## src/rtl/ysyx_22040729_mem_arbiter_pkg.sv

```systemverilog
// Shared definitions for the memory arbiter: default bus widths, the
// arbiter FSM state encoding and the encoding of which requester owns
// the outstanding transaction.
package ysyx_22040729_mem_arbiter_pkg;

   localparam int unsigned ADDR_W_DEF = 64;
   localparam int unsigned DATA_W_DEF = 64;
   localparam int unsigned INST_W_DEF = 32;

   typedef enum logic [1:0] {
      ST_IDLE = 2'd0,
      ST_REQ  = 2'd1,
      ST_RESP = 2'd2
   } state_e;

   typedef enum logic {
      OWN_IF  = 1'b0,
      OWN_LSU = 1'b1
   } owner_e;

endpackage

```

## src/rtl/ysyx_22040729_rr_arb2.sv

```systemverilog
// Two-way round-robin grant for the fetch and LSU requesters.
// Ports:
//   clk, rst       clock, asynchronous active-low reset
//   req_if_i       fetch requester valid
//   req_lsu_i      LSU requester valid
//   accept_i       the grant shown this cycle is taken (pointer advances)
//   gnt_valid_o    some requester is valid
//   gnt_owner_o    requester that wins this cycle
// The pointer remembers the last granted owner; on a tie the other one
// wins. Out of reset the pointer reads "fetch granted last" so the LSU
// wins the first tie.
module ysyx_22040729_rr_arb2
   import ysyx_22040729_mem_arbiter_pkg::*;
(
   input  logic   clk,
   input  logic   rst,
   input  logic   req_if_i,
   input  logic   req_lsu_i,
   input  logic   accept_i,
   output logic   gnt_valid_o,
   output owner_e gnt_owner_o
);

   owner_e last_q;
   owner_e last_d;

   always_comb begin
      gnt_valid_o = req_if_i | req_lsu_i;
      gnt_owner_o = OWN_IF;
      if (req_if_i && req_lsu_i) begin
         gnt_owner_o = (last_q == OWN_IF) ? OWN_LSU : OWN_IF;
      end else if (req_lsu_i) begin
         gnt_owner_o = OWN_LSU;
      end
      last_d = (accept_i && gnt_valid_o) ? gnt_owner_o : last_q;
   end

   always_ff @(posedge clk or negedge rst) begin
      if (!rst) begin
         last_q <= OWN_IF;
      end else begin
         last_q <= last_d;
      end
   end

endmodule

```

## src/rtl/ysyx_22040729_mem_arbiter.sv

```systemverilog
// Arbitrates a single memory port between instruction fetch and the LSU.
// Exactly one transaction is in flight: IDLE grants and captures the
// request, REQ presents it to memory until accepted, RESP waits for the
// memory response and forwards it to the owner in the same cycle.
// Ports:
//   clk, rst                 clock, asynchronous active-low reset
//   if_req_* / if_resp_*     fetch request / response (INST_W data)
//   lsu_req_* / lsu_resp_*   load/store request / response
//   mem_req_* / mem_resp_*   shared memory port
//   err_stray                sticky: memory response seen outside RESP
module ysyx_22040729_mem_arbiter
   import ysyx_22040729_mem_arbiter_pkg::*;
#(
   parameter int unsigned ADDR_W = ADDR_W_DEF,
   parameter int unsigned DATA_W = DATA_W_DEF,
   parameter int unsigned INST_W = INST_W_DEF
) (
   input  logic                  clk,
   input  logic                  rst,
   input  logic                  if_req_valid,
   output logic                  if_req_ready,
   input  logic [ADDR_W-1:0]     if_req_addr,
   output logic                  if_resp_valid,
   output logic [INST_W-1:0]     if_resp_data,
   input  logic                  lsu_req_valid,
   output logic                  lsu_req_ready,
   input  logic [ADDR_W-1:0]     lsu_req_addr,
   input  logic                  lsu_req_wen,
   input  logic [DATA_W-1:0]     lsu_req_wdata,
   input  logic [DATA_W/8-1:0]   lsu_req_wmask,
   output logic                  lsu_resp_valid,
   output logic [DATA_W-1:0]     lsu_resp_rdata,
   output logic                  mem_req_valid,
   input  logic                  mem_req_ready,
   output logic [ADDR_W-1:0]     mem_req_addr,
   output logic                  mem_req_wen,
   output logic [DATA_W-1:0]     mem_req_wdata,
   output logic [DATA_W/8-1:0]   mem_req_wmask,
   input  logic                  mem_resp_valid,
   input  logic [DATA_W-1:0]     mem_resp_rdata,
   output logic                  err_stray
);

   localparam int unsigned MASK_W = DATA_W / 8;

   state_e              state_q, state_d;
   owner_e              owner_q, owner_d;
   logic [ADDR_W-1:0]   addr_q, addr_d;
   logic                wen_q, wen_d;
   logic [DATA_W-1:0]   wdata_q, wdata_d;
   logic [MASK_W-1:0]   wmask_q, wmask_d;
   logic                err_q, err_d;

   logic                gnt_valid;
   owner_e              gnt_owner;

   ysyx_22040729_rr_arb2 u_arb (
      .clk         (clk),
      .rst         (rst),
      .req_if_i    (if_req_valid),
      .req_lsu_i   (lsu_req_valid),
      .accept_i    (state_q == ST_IDLE),
      .gnt_valid_o (gnt_valid),
      .gnt_owner_o (gnt_owner)
   );

   always_comb begin
      state_d        = state_q;
      owner_d        = owner_q;
      addr_d         = addr_q;
      wen_d          = wen_q;
      wdata_d        = wdata_q;
      wmask_d        = wmask_q;
      if_req_ready   = 1'b0;
      lsu_req_ready  = 1'b0;
      mem_req_valid  = 1'b0;
      if_resp_valid  = 1'b0;
      if_resp_data   = '0;
      lsu_resp_valid = 1'b0;
      lsu_resp_rdata = '0;
      // Anything arriving from memory while no response is expected is
      // dropped and latched as an error.
      err_d          = err_q | (mem_resp_valid && (state_q != ST_RESP));

      case (state_q)
         ST_IDLE: begin
            // Readies are gated by rst so they drop the moment reset is
            // applied, not only at the next edge.
            if (gnt_valid && rst) begin
               owner_d = gnt_owner;
               state_d = ST_REQ;
               if (gnt_owner == OWN_LSU) begin
                  lsu_req_ready = 1'b1;
                  addr_d        = lsu_req_addr;
                  wen_d         = lsu_req_wen;
                  wdata_d       = lsu_req_wdata;
                  wmask_d       = lsu_req_wmask;
               end else begin
                  if_req_ready  = 1'b1;
                  addr_d        = if_req_addr;
                  wen_d         = 1'b0;
                  wdata_d       = '0;
                  wmask_d       = '0;
               end
            end
         end
         ST_REQ: begin
            mem_req_valid = 1'b1;
            if (mem_req_ready) begin
               state_d = ST_RESP;
            end
         end
         ST_RESP: begin
            if (mem_resp_valid) begin
               state_d = ST_IDLE;
               if (owner_q == OWN_IF) begin
                  if_resp_valid = 1'b1;
                  // Byte address bit 2 selects the upper instruction word.
                  if_resp_data  = addr_q[2] ? mem_resp_rdata[2*INST_W-1 -: INST_W]
                                            : mem_resp_rdata[INST_W-1:0];
               end else begin
                  lsu_resp_valid = 1'b1;
                  lsu_resp_rdata = wen_q ? '0 : mem_resp_rdata;
               end
            end
         end
         default: begin
            state_d = ST_IDLE;
         end
      endcase
   end

   always_ff @(posedge clk or negedge rst) begin
      if (!rst) begin
         state_q <= ST_IDLE;
         owner_q <= OWN_IF;
         addr_q  <= '0;
         wen_q   <= 1'b0;
         wdata_q <= '0;
         wmask_q <= '0;
         err_q   <= 1'b0;
      end else begin
         state_q <= state_d;
         owner_q <= owner_d;
         addr_q  <= addr_d;
         wen_q   <= wen_d;
         wdata_q <= wdata_d;
         wmask_q <= wmask_d;
         err_q   <= err_d;
      end
   end

   assign mem_req_addr  = addr_q;
   assign mem_req_wen   = wen_q;
   assign mem_req_wdata = wdata_q;
   assign mem_req_wmask = wmask_q;
   assign err_stray     = err_q;

endmodule

```

## config.mk

```make
export PLATFORM = sky130hd
export DESIGN_NAME = ysyx_22040729_mem_arbiter
export DESIGN_NICKNAME = d
export VERILOG_FILES = /design/src/rtl/ysyx_22040729_mem_arbiter_pkg.sv /design/src/rtl/ysyx_22040729_rr_arb2.sv /design/src/rtl/ysyx_22040729_mem_arbiter.sv
export SDC_FILE = /design/constraint.sdc
export NUM_CORES = 1
export LEC_CHECK = 0
export ABC_CLOCK_PERIOD_IN_PS = 1700
export BUFFER_PORTS_ARGS = -buffer_cell sky130_fd_sc_hd__buf_2
export CORE_AREA = 2 2 199 201
export CTS_CLUSTER_SIZE = 16
export DETAILED_ROUTE_END_ITERATION = 8
export DIE_AREA = 0 0 201 203
export PLACE_DENSITY = 0.48
export SLEW_MARGIN = 20
export SYNTH_ARGS = -nofsm -noshare
export SYNTH_HDL_FRONTEND = slang
export SYNTH_SLANG_ARGS = --single-unit
```

## constraint.sdc

```tcl
create_clock -name clk -period 1.7 [get_ports clk]
set_input_delay 0.34 -clock clk [delete_from_list [all_inputs] [get_ports clk]]
set_output_delay 0.34 -clock clk [all_outputs]
set_load 0.01 [all_outputs]
```

==> summary.txt, run 1 <==
Status
  • Status: finished with violations
  • Failing checks: negative setup slack

STA
  • Clock period minus worst slack: 2.23 ns
  • Max Fclk: 448 MHz
  • RSZ-0062 raised after global routing: yes
  • Final setup margin: -0.530 ns
  • Tcrit/Tclk final: 131%
  • Slew margin rel.: 44.1%
  • Skew final: 0.0132 ns
  • Setup TNS: -61.61 ns
  • Final Slew Violations: 0
  • # setup viols final: 238
  • Worst-margin pin slew: 0.838 ns
  • Hold Violations, Final: 0

Global routing
  • Initial antenna violation count: 17
  • First-pass GRT wire length: 50.3 mm
  • Vias in the first global route: 7,593
  • Congestion Overflow GR: 0
  • Largest net degree at the start of global routing: 143
  • GRT Util Overall: 16.8%

Power
  • Clock Power Share: 23.0%
  • Logic pwr share: 44.4%
  • Worst IR Drop VDD: 0.717 mV
  • PD cells: 1430 nW/µm²
  • P_leak: 7.25 nW
  • Pint: 11.5 mW
  • Switching power: 6.47 mW
  • Net switching fraction of the power: 36.0%
  • Tot Pwr: 18.0 mW
  • Share of total power in sequential cells: 32.6%

Setup path
  • Reg2Reg Setup Slack: -0.24 ns
  • Critical path type: flop to output pin
  • CP Launch Type: flop
  • Peak per-stage delay on the critical path: 0.40 ns
  • Critical path endpoint category: output pin
  • Worst EP arrival: 1.89 ns
  • Critical-path cell list: nor2b_4, and4b_4, buf_12, buf_12, clkbuf_16, and2_4, buf_6
  • Crit-path max FO: 5
  • Critical path required time: 1.36 ns
  • Cell repeated most along the worst path: buf_12
  • Critical-path top delay cell: dfrtp_1

Yosys
  • Syn Inst Count: 673
  • Post-synthesis compound-gate area fraction: 19.6%
  • Number of synthesized flops with an enable pin: 0
  • Post-synthesis cell type count: 23
  • Seq/Total Area, Yosys: 52.6%
  • Mux share of post-synthesis cell area: 4.74%
  • Synth top area share: 52.6%
  • Largest area contributor in the netlist: dfrtp_1
  • Async SR Flop Fraction: 100%
  • Synth top area cells: dfrtp_1 (53%), inv_1 (11%), a222oi_1 (9.5%), a22o_1 (9.5%), and2_1 (5.9%)
  • Top cells by count, synth: inv_1 (194), dfrtp_1 (142), a22o_1 (73)
  • YS warnings: 0
  • Avg Inst Size Synth: 10.0 µm²
  • Combinational family with the most area after synthesis: compound AO/OA/AOI/OAI gates
  • Syn nets: 944
  • XOR/XNOR Fraction of Synth Area: 0%
  • Post-synthesis register bit count: 142
  • Ys flop type: dfrtp_1
  • Mapped cell area: 6760 µm²
  • Simple-gate share of the synthesized area: 8.89%
  • Post-Synth Adder-Cell Area: 0%
  • Top-count cell post-synth: inv_1

Die
  • Ports: 510
  • Die height: 203 µm
  • Die area: 40,800 µm²
  • Starting Density: 17.6%
  • Core area: 38,500 µm²
  • Num rows: 72
  • Chip width: 201 µm

CTS
  • CTS buffer count: 17
  • Hold Buf Count CTS: 0
  • Root Driver: clkbuf_16
  • TritonCTS clock tree: built
  • Maximum buffer depth of the clock tree: 2
  • Clock transition at path regs: 0.07 ns
  • H-tree depth: 4
  • Worst-Skew Late Latency: 0.44 ns
  • Clk sinks: 142

Final layout
  • Layout area overhead: 86.1%
  • Share of post-route cells with drive strength above 1: 55.3%
  • Nets: 1,503
  • Fill count: 4,001

Detailed routing
  • Drt pass-1 iters: 8
  • DRC: 0
  • Antenna-violating nets left: 0
  • Via-per-instance ratio: 4.25
  • Total wire length: 36.4 mm
  • Initial drt markers: 536
  • Vias post-DR: 7,521
  • DR WL/cell: 20.6 µm

Worst hold path
  • Hold Path Class: input pin to asynchronous set/reset pin

Flow run
  • Maxcap violations: 0

Place
  • Placer's final routability congestion estimate: 0.952
  • HPWL after DPL: 24.7 mm
  • PortBufs: 509
==> path summary, 6_finish.rpt <==
| check | startpoint | end | cells past startpoint |
|---|---|---|---|
| setup reg to reg | state_q[0]$_DFFE_PN0P_ | mem_req_addr[54]$_DFFE_PN0P_ | 9 |
| hold reg to reg | err_stray$_DFF_PN0_ | err_stray$_DFF_PN0_ | 1 |
| setup / recovery | state_q[0]$_DFFE_PN0P_ | lsu_resp_rdata[26] | 7 |
| max in group asynchronous | rst | mem_req_addr[60]$_DFFE_PN0P_ | 2 |
| hold / removal | rst | u_arb.last_q$_DFFE_PN0P_ | 2 |
| min in group clk | mem_req_ready | state_q[0]$_DFFE_PN0P_ | 2 |
==> stage by stage <==
| step | hold WS [ns] | area (µm²) | worst slack [ns] | util, % | instances |
|---|---|---|---|---|---|
| after floorplan | 0.0444 | 6760 | 0.0440 | - | 673 |
| after global placement | 0.436 | 10100 | -0.232 | 26.1 | 1671 |
| after detailed placement | 0.441 | 10100 | -0.186 | 26.1 | 1671 |
| after CTS | 0.0795 | 11900 | -0.520 | 31.0 | 1742 |
| after global routing | 0.0989 | 12600 | -0.584 | 32.7 | 1767 |
| final | 0.0517 | 12600 | -0.530 | 32.7 | 1768 |
==> power groups by stage <==
stage	clock network, mW	registers (mW)	logic [mW]
detailed placement	0	5.84	6.55
finish	4.13	5.86	7.99
global route	4.41	6.03	8.57
CTS	4.28	5.86	7.66
global placement	0	5.87	6.49
floorplan	0	6.45	2.61
==> metal layers <==
layer | share of wire (%) | track usage, %
met3 | 6.8 | 4.32
met1 | 36 | 17.7
met2 | 53 | 31.5
met5 | 0.036 | 0
met4 | 4.2 | 7.20
==> state kept, by name, summed over array words and instances (netlist names) <==
signal         cells
u_arb.last_q       1
mem_req_wen        1
state_q            2
mem_req_addr      64
mem_req_wmask      8
mem_req_wdata     64
err_stray          1
owner_q            1
==> cell type report <==
cell class	count	area, µm²	area share, %
Timing Repair Buffer	592	4500	35.8
Inverter	194	728	5.79
Sequential cell	142	3550	28.3
Clock buffer	20	457	3.63
Multi-Input combinational cell	285	2500	19.9
Tap cell	518	648	5.15
Antenna cell	5	12.5	0.0995
Clock inverter	12	181	1.44
==> cells in the final DEF (no fill, tap or decap), drive strengths merged <==
cell type  instances
and2              64
nor3b              1
nor2b              1
a22o              73
bufbuf             3
dfrtp            142
clkinv             4
diode              5
clkbuf            29
nand2b             3
inv              197
nor2              33
buf              580
and4b              1
a31oi              1
a21oi              1
nand3b             1
bufinv             4
mux2i             32
a21o               2
clkinvlp           1
and3               3
a222oi            64
o21ai              3
nand2              2
==> logic make-up after synthesis <==
kind of cell           after synthesis
AOI/OAI and AO/OA                  144
buffers and inverters              246
DFF                                142
muxes                               32
and+or+nand+nor                    109
==> worst max-delay path: cells and delay by family (launching register included) <==
kind	cells	cell delay, ns
buf+inv	4	0.50
flops	1	0.40
simple gates	3	0.55
==> what timing repair did <==
| action | in CTS | in global routing |
|---|---|---|
| endpoints found under the setup margin | 239 | 239 |
| pin swaps | 46 | 23 |
| buffers inserted | 21 | 14 |
| cloned | 21 | 10 |
| resized for setup | 109 | 74 |
Power figures use the tool's default switching activity.
==> inputs of run 2 (changes only) <==
--- a/config.mk
+++ b/config.mk
@@ -11,6 +11,8 @@
 export CTS_CLUSTER_SIZE = 16
 export DETAILED_ROUTE_END_ITERATION = 8
 export DIE_AREA = 0 0 201 203
+export GPL_TIMING_DRIVEN = 0
+export MAX_ROUTING_LAYER = met4
 export PLACE_DENSITY = 0.48
 export SLEW_MARGIN = 20
 export SYNTH_ARGS = -nofsm -noshare
==> summary.txt, run 2 (same netlist as run 1, synthesis figures left out) <==
STA
  • RSZ-0062 raised after global routing: yes
  • Fin Hold WS: -0.183 ns (-0.235 ns)
  • # setup viols final: 240 (+0.84%)
  • Skew final: 0.0102 ns (-0.00295 ns)
  • Clock period minus worst slack: 2.26 ns (+0.0281 ns)
  • Final Slew Violations: 0 (unchanged)
  • Hold Violations, Final: 52 (+52)
  • Worst-margin pin slew: 0.515 ns (-0.322 ns)
  • Tcrit/Tclk final: 133% (+1.7 points)
  • Final setup margin: -0.558 ns (-0.0281 ns)
  • Slew margin rel.: 65.6% (+21 points)
  • Max Fclk: 443 MHz (-1.2%)

Power
  • PD cells: 1420 nW/µm² (-0.92%)
  • Switching power: 6.94 mW (+7.3%)
  • Worst IR Drop VDD: 0.669 mV (-6.8%)
  • P_leak: 7.44 nW (+2.6%)
  • Share of total power in sequential cells: 31.3% (-1.3 points)
  • Clock Power Share: 21.4% (-1.6 points)
  • Logic pwr share: 47.3% (+2.9 points)
  • Net switching fraction of the power: 37.1% (+1.1 points)
  • Pint: 11.8 mW (+2.4%)

Setup path
  • CP Launch Type: flop
  • Critical-path cell list: buf_4, buf_12, nor3b_4, buf_4, buf_6, and3_4, buf_6, buf_6
  • Critical path required time: 1.36 ns (about the same)
  • Cell repeated most along the worst path: buf_6
  • Critical path type: flop to output pin
  • Critical path endpoint category: output pin
  • Critical R2R Capture: mem_req_addr[57]$_DFFE_PN0P_
  • Crit-path max FO: 3 (-2)
  • Peak per-stage delay on the critical path: 0.42 ns (+0.02 ns)
  • Reg2Reg Setup Slack: -0.44 ns (-0.20 ns)
  • Buf/Inv on CP: 6 (+2)
  • Worst EP arrival: 1.92 ns (+0.03 ns)
  • CP top delay family: buffers and inverters
  • R2R cell count: 11 (+2)
  • Critical-path top delay cell: dfrtp_2
  • Reg2reg start: state_q[0]$_DFFE_PN0P_

Final layout
  • Nets: 1,545 (+2.8%)
  • Share of post-route cells with drive strength above 1: 59.1% (+3.8 points)
  • Layout area overhead: 95.6%
  • Most frequent cells in the layout: buf_2 (437), inv_1 (192), dfrtp_1 (141)
  • Commonest non-fill, non-tap cell in the layout: buf_2
  • Final core area utilization: 34.4% (+1.7 points)
  • Fin area: 13,200 µm² (+5.1%)

CTS
  • H-tree depth: 4 (unchanged)
  • Clock transition at path regs: 0.07 ns (about the same)
  • Clk sinks: 142 (unchanged)
  • Maximum buffer depth of the clock tree: 2 (unchanged)
  • Root Driver: clkbuf_16
  • CTS buffer count: 17 (unchanged)
  • TritonCTS clock tree: built
  • Worst-Skew Late Latency: 0.44 ns (about the same)

Detailed routing
  • Initial drt markers: 617 (+15%)
  • DRC: 6 (+6)
  • DR WL/cell: 21.5 µm (+4.3%)
  • Via-per-instance ratio: 4.33 (+1.9%)
  • Vias post-DR: 7,857 (+4.5%)
  • Antenna-violating nets left: 0 (unchanged)
  • Drt pass-1 iters: 9 (+1)
  • Total wire length: 38.9 mm (+6.9%)

Die
  • Core area: 38,500 µm² (unchanged)
  • Starting Density: 17.6% (unchanged)
  • Chip width: 201 µm (unchanged)
  • Die height: 203 µm (unchanged)
  • Ports: 510 (unchanged)
  • Die area: 40,800 µm² (unchanged)
  • Num rows: 72 (unchanged)

Status
  • Failing checks: design-rule violations, negative hold slack, negative setup slack
  • Status: finished with violations

Global routing
  • GRT Util Overall: 18.6% (+1.8 points)
  • Vias in the first global route: 8,198 (+8.0%)
  • Initial antenna violation count: 19 (+2)
  • First-pass GRT wire length: 53.8 mm (+7.2%)
  • Largest net degree at the start of global routing: 91 (-36%)
  • Congestion Overflow GR: 0 (unchanged)

Place
  • PortBufs: 509 (unchanged)
  • HPWL after DPL: 28.0 mm (+14%)
  • Placer's final routability congestion estimate: 0.996 (+4.6%)
  • Placed cell area: 9990 µm² (-0.66%)

Worst hold path
  • Hold Path Class: input pin to asynchronous set/reset pin

Flow run
  • Maxcap violations: 0 (unchanged)
## run 2: cell count changes in the layout (fill, tap and decap cells not counted), moves of 13 or more
| cell | delta |
|---|---|
| mux2i_1 | -13 |
| buf_2 | -26 |
| buf_8 | +24 |
| nor2_4 | +13 |
| buf_16 | -13 |
| buf_6 | +39 |
## run 2: power by group through the flow
| stage | sequential [mW] | clock (mW) | combinational (mW) |
|---|---|---|---|
| 3_3_place_gp | 5.86 | 0 | 6.50 |
| 2_1_floorplan | 6.45 | 0 | 2.61 |
| 6_report | 5.86 | 4.00 | 8.86 |
| 4_1_cts | 5.85 | 4.12 | 8.17 |
| 5_1_grt | 6.05 | 4.24 | 9.45 |
| 3_5_place_dp | 5.82 | 0 | 6.58 |
## run 2: metal layers
layer  part of all wire [%]  up-vias  GRT usage (%)
li1                       -     3471              -
met1                     36     3865           19.3
met2                     53      440           34.0
met3                    5.8       81           3.77
met4                    4.7        0           7.96
met5                      0        -              -
## run 2: layout make-up
class	instances	area, µm²
timing repair buffer	588	4240
sequential	142	3550
inverter	194	731
clock buffer	17	425
clock inverter	14	183
fill	3945	25300
multi-input combinational	285	2690
tap	518	648
buffer	46	722
antenna	9	22.5
## run 2: what timing repair did
item / CTS / global route
resized for setup: 299 / 148
endpoints found under the hold margin: 52 / 52
setup endpoints to repair: 235 / 239
setup buffers: 34 / 25
pin swaps: 143 / 25
gates cloned: 19 / 9
## run 2: worst max path at each step
stage	start	slack [ns]	to	depth (start not counted)
floorplan	mem_req_addr[2]$_DFFE_PN0P_	0.04	if_resp_data[0]	4
global placement	rst	-3.41	mem_req_addr[26]$_DFFE_PN0P_	6
detailed placement	rst	-1.31	mem_req_addr[25]$_DFFE_PN0P_	6
CTS	state_q[0]$_DFFE_PN0P_	-0.59	lsu_resp_rdata[53]	6
global route	state_q[0]$_DFFE_PN0P_	-0.64	lsu_req_ready	7
finish	state_q[0]$_DFFE_PN0P_	-0.56	if_req_ready	8
## run 2: worst reg2reg max path: cells and delay by family (launching register included)
kind	cells	cell delay, ns
AOI/OAI and AO/OA	2	0.35
DFF	1	0.42
buffers and inverters	8	1.03
and+or+nand+nor	1	0.21
## run 2: through the flow
stage / power (mW) / setup TNS, ns / worst slack (ns) / cells
after floorplan: 9.06 / 0 / 0.0440 / 673
after global placement: 12.4 / -756.31 / -3.41 / 1700
after detailed placement: 12.4 / -144.89 / -1.31 / 1701
after CTS: 18.1 / -86.52 / -0.589 / 1784
after global routing: 19.7 / -106.85 / -0.636 / 1812
final: 18.7 / -87.63 / -0.558 / 1813
==> inputs of run 3 (changes only) <==
--- a/config.mk
+++ b/config.mk
@@ -13,7 +13,7 @@
 export DIE_AREA = 0 0 201 203
 export GPL_TIMING_DRIVEN = 0
 export MAX_ROUTING_LAYER = met4
-export PLACE_DENSITY = 0.48
+export PLACE_DENSITY = 0.53
 export SLEW_MARGIN = 20
 export SYNTH_ARGS = -nofsm -noshare
 export SYNTH_HDL_FRONTEND = slang
==> summary.txt, run 3 (same netlist as run 1, synthesis figures left out) <==
Global routing
  • Largest net degree at the start of global routing: 90 (-1.1%)
  • GRT Util Overall: 18.5% (-0.097 points)
  • Congestion Overflow GR: 0 (unchanged)
  • Initial antenna violation count: 20 (+1)
  • First-pass GRT wire length: 53.4 mm (-0.79%)
  • Vias in the first global route: 8,172 (-0.32%)

STA
  • Skew final: 0.0120 ns (+0.00175 ns)
  • Max Fclk: 448 MHz (+1.2%)
  • Clock period minus worst slack: 2.23 ns (-0.0268 ns)
  • Tcrit/Tclk final: 131% (-1.6 points)
  • Final setup margin: -0.531 ns (+0.0268 ns)
  • Final Slew Violations: 0 (unchanged)
  • # setup viols final: 238 (-0.83%)
  • Hold Violations, Final: 53 (+1.9%)
  • Slew margin rel.: 66.4% (+0.79 points)
  • Worst-margin pin slew: 0.504 ns (-0.0118 ns)
  • Fin Hold WS: -0.170 ns (+0.0131 ns)
  • RSZ-0062 raised after global routing: yes
  • Setup TNS: -79.29 ns (+8.34 ns)

CTS
  • Worst-Skew Late Latency: 0.44 ns (about the same)
  • TritonCTS clock tree: built
  • Maximum buffer depth of the clock tree: 2 (unchanged)
  • Clock transition at path regs: 0.06 ns (about the same)
  • H-tree depth: 4 (unchanged)
  • Root Driver: clkbuf_16
  • CTS buffer count: 17 (unchanged)
  • Clk sinks: 142 (unchanged)

Status
  • Status: finished with violations
  • Failing checks: negative hold slack, negative setup slack

Setup path
  • Crit-path max FO: 5 (+2)
  • R2R cell count: 10 (-1)
  • Critical path endpoint category: output pin
  • Reg2reg start: state_q[0]$_DFFE_PN0P_
  • Worst EP arrival: 1.89 ns (-0.03 ns)
  • CP Launch Type: flop
  • Critical R2R Capture: mem_req_addr[3]$_DFFE_PN0P_
  • Critical path type: flop to output pin
  • Reg2Reg Setup Slack: -0.35 ns (+0.09 ns)
  • Critical path required time: 1.36 ns (about the same)

Die
  • Die height: 203 µm (unchanged)
  • Starting Density: 17.6% (unchanged)
  • Ports: 510 (unchanged)
  • Chip width: 201 µm (unchanged)
  • Die area: 40,800 µm² (unchanged)
  • Core area: 38,500 µm² (unchanged)
  • Num rows: 72 (unchanged)

Final layout
  • Layout area overhead: 95.7% (about the same)
  • Final core area utilization: 34.4% (about the same)
  • Commonest non-fill, non-tap cell in the layout: buf_2
  • Fin area: 13,200 µm² (about the same)
  • Share of post-route cells with drive strength above 1: 59.0% (-0.085 points)
  • Nets: 1,534 (-0.71%)
  • Most frequent cells in the layout: buf_2 (423), inv_1 (194), dfrtp_1 (141)

Place
  • PortBufs: 509 (unchanged)
  • HPWL after DPL: 27.8 mm (-0.87%)
  • Placed cell area: 9990 µm² (unchanged)
  • Placer's final routability congestion estimate: 1.03 (+3.7%)

Detailed routing
  • Total wire length: 38.2 mm (-1.8%)
  • Vias post-DR: 7,740 (-1.5%)
  • Via-per-instance ratio: 4.29 (-1.0%)
  • Antenna-violating nets left: 0 (unchanged)
  • Drt pass-1 iters: 5 (-4)
  • Initial drt markers: 479 (-22%)
  • DRC: 0 (-6)
  • DR WL/cell: 21.2 µm (-1.3%)

Power
  • Worst IR Drop VDD: 0.834 mV (+25%)
  • Tot Pwr: 18.3 mW (-2.3%)
  • P_leak: 7.45 nW (+0.23%)
  • PD cells: 1380 nW/µm² (-2.3%)

Worst hold path
  • Hold Path Class: input pin to asynchronous set/reset pin

Flow run
  • Maxcap violations: 0 (unchanged)
==> run 3: changes by cell type in the layout (fill, tap and decap cells not counted), moves of 8 or more <==
cell | previous run | this run
and2_1 | 24 | 5
and2_4 | 40 | 59
buf_12 | 24 | 13
buf_2 | 437 | 423
buf_6 | 93 | 108
mux2i_1 | 18 | 26
==> run 3: worst max path at each step <==
stage / from / endpoint / cells after the start
3_5_place_dp: rst / mem_req_addr[26]$_DFFE_PN0P_ / 6
6_report: state_q[0]$_DFFE_PN0P_ / lsu_resp_rdata[47] / 6
4_1_cts: state_q[0]$_DFFE_PN0P_ / lsu_resp_rdata[22] / 6
5_1_grt: state_q[0]$_DFFE_PN0P_ / lsu_resp_rdata[19] / 6
3_3_place_gp: rst / mem_req_addr[24]$_DFFE_PN0P_ / 6
2_1_floorplan: mem_req_addr[2]$_DFFE_PN0P_ / if_resp_data[0] / 4
==> run 3: repair_timing <==
item,4_1_cts,5_1_grt
setup endpoints to repair,234,239
endpoints found under the hold margin,53,53
pin swaps,87,31
cloned,22,4
gates resized for setup,349,92
buffers inserted,29,8
==> run 3: metrics by stage <==
stage | worst slack, ns | std cells
floorplan | 0.0440 | 673
global placement | -3.33 | 1700
detailed placement | -1.24 | 1701
CTS | -0.566 | 1784
global route | -0.596 | 1804
finish | -0.531 | 1804
==> run 3: worst max-delay path: stages (launching register included) <==
cell and delay [ns]:
dfrtp_2 0.42, nor2b_4 0.12, and4b_4 0.35, buf_8 0.17, buf_8 0.13, and2_4 0.16
buf_6 0.10
==> run 3: area by class of cell <==
type | count | area [µm²]
fillers | 3912 | 25200
repair buffers | 572 | 4130
flip-flops and latches | 142 | 3550
multi-input cells | 285 | 2680
plain buffers | 51 | 856
inverters | 194 | 728
well taps | 518 | 648
clock buffers | 22 | 464
clock inverters | 10 | 138
diodes | 10 | 25.0
==> run 3: power breakdown <==
group | internal [mW] | switching, mW
Sequential | 4.91 | 0.922
Combinational | 4.33 | 4.22
Clock | 2.38 | 1.52
==> run 3: metal layers <==
| metal | vias to the layer above | track usage, % | wire (µm) |
|---|---|---|---|
| met3 | 87 | 4.19 | 2450 |
| met4 | 0 | 10.2 | 1710 |
| met2 | 434 | 33.3 | 20600 |
| li1 | 3454 | - | - |
| met5 | - | - | 0 |
| met1 | 3765 | 18.5 | 13400 |
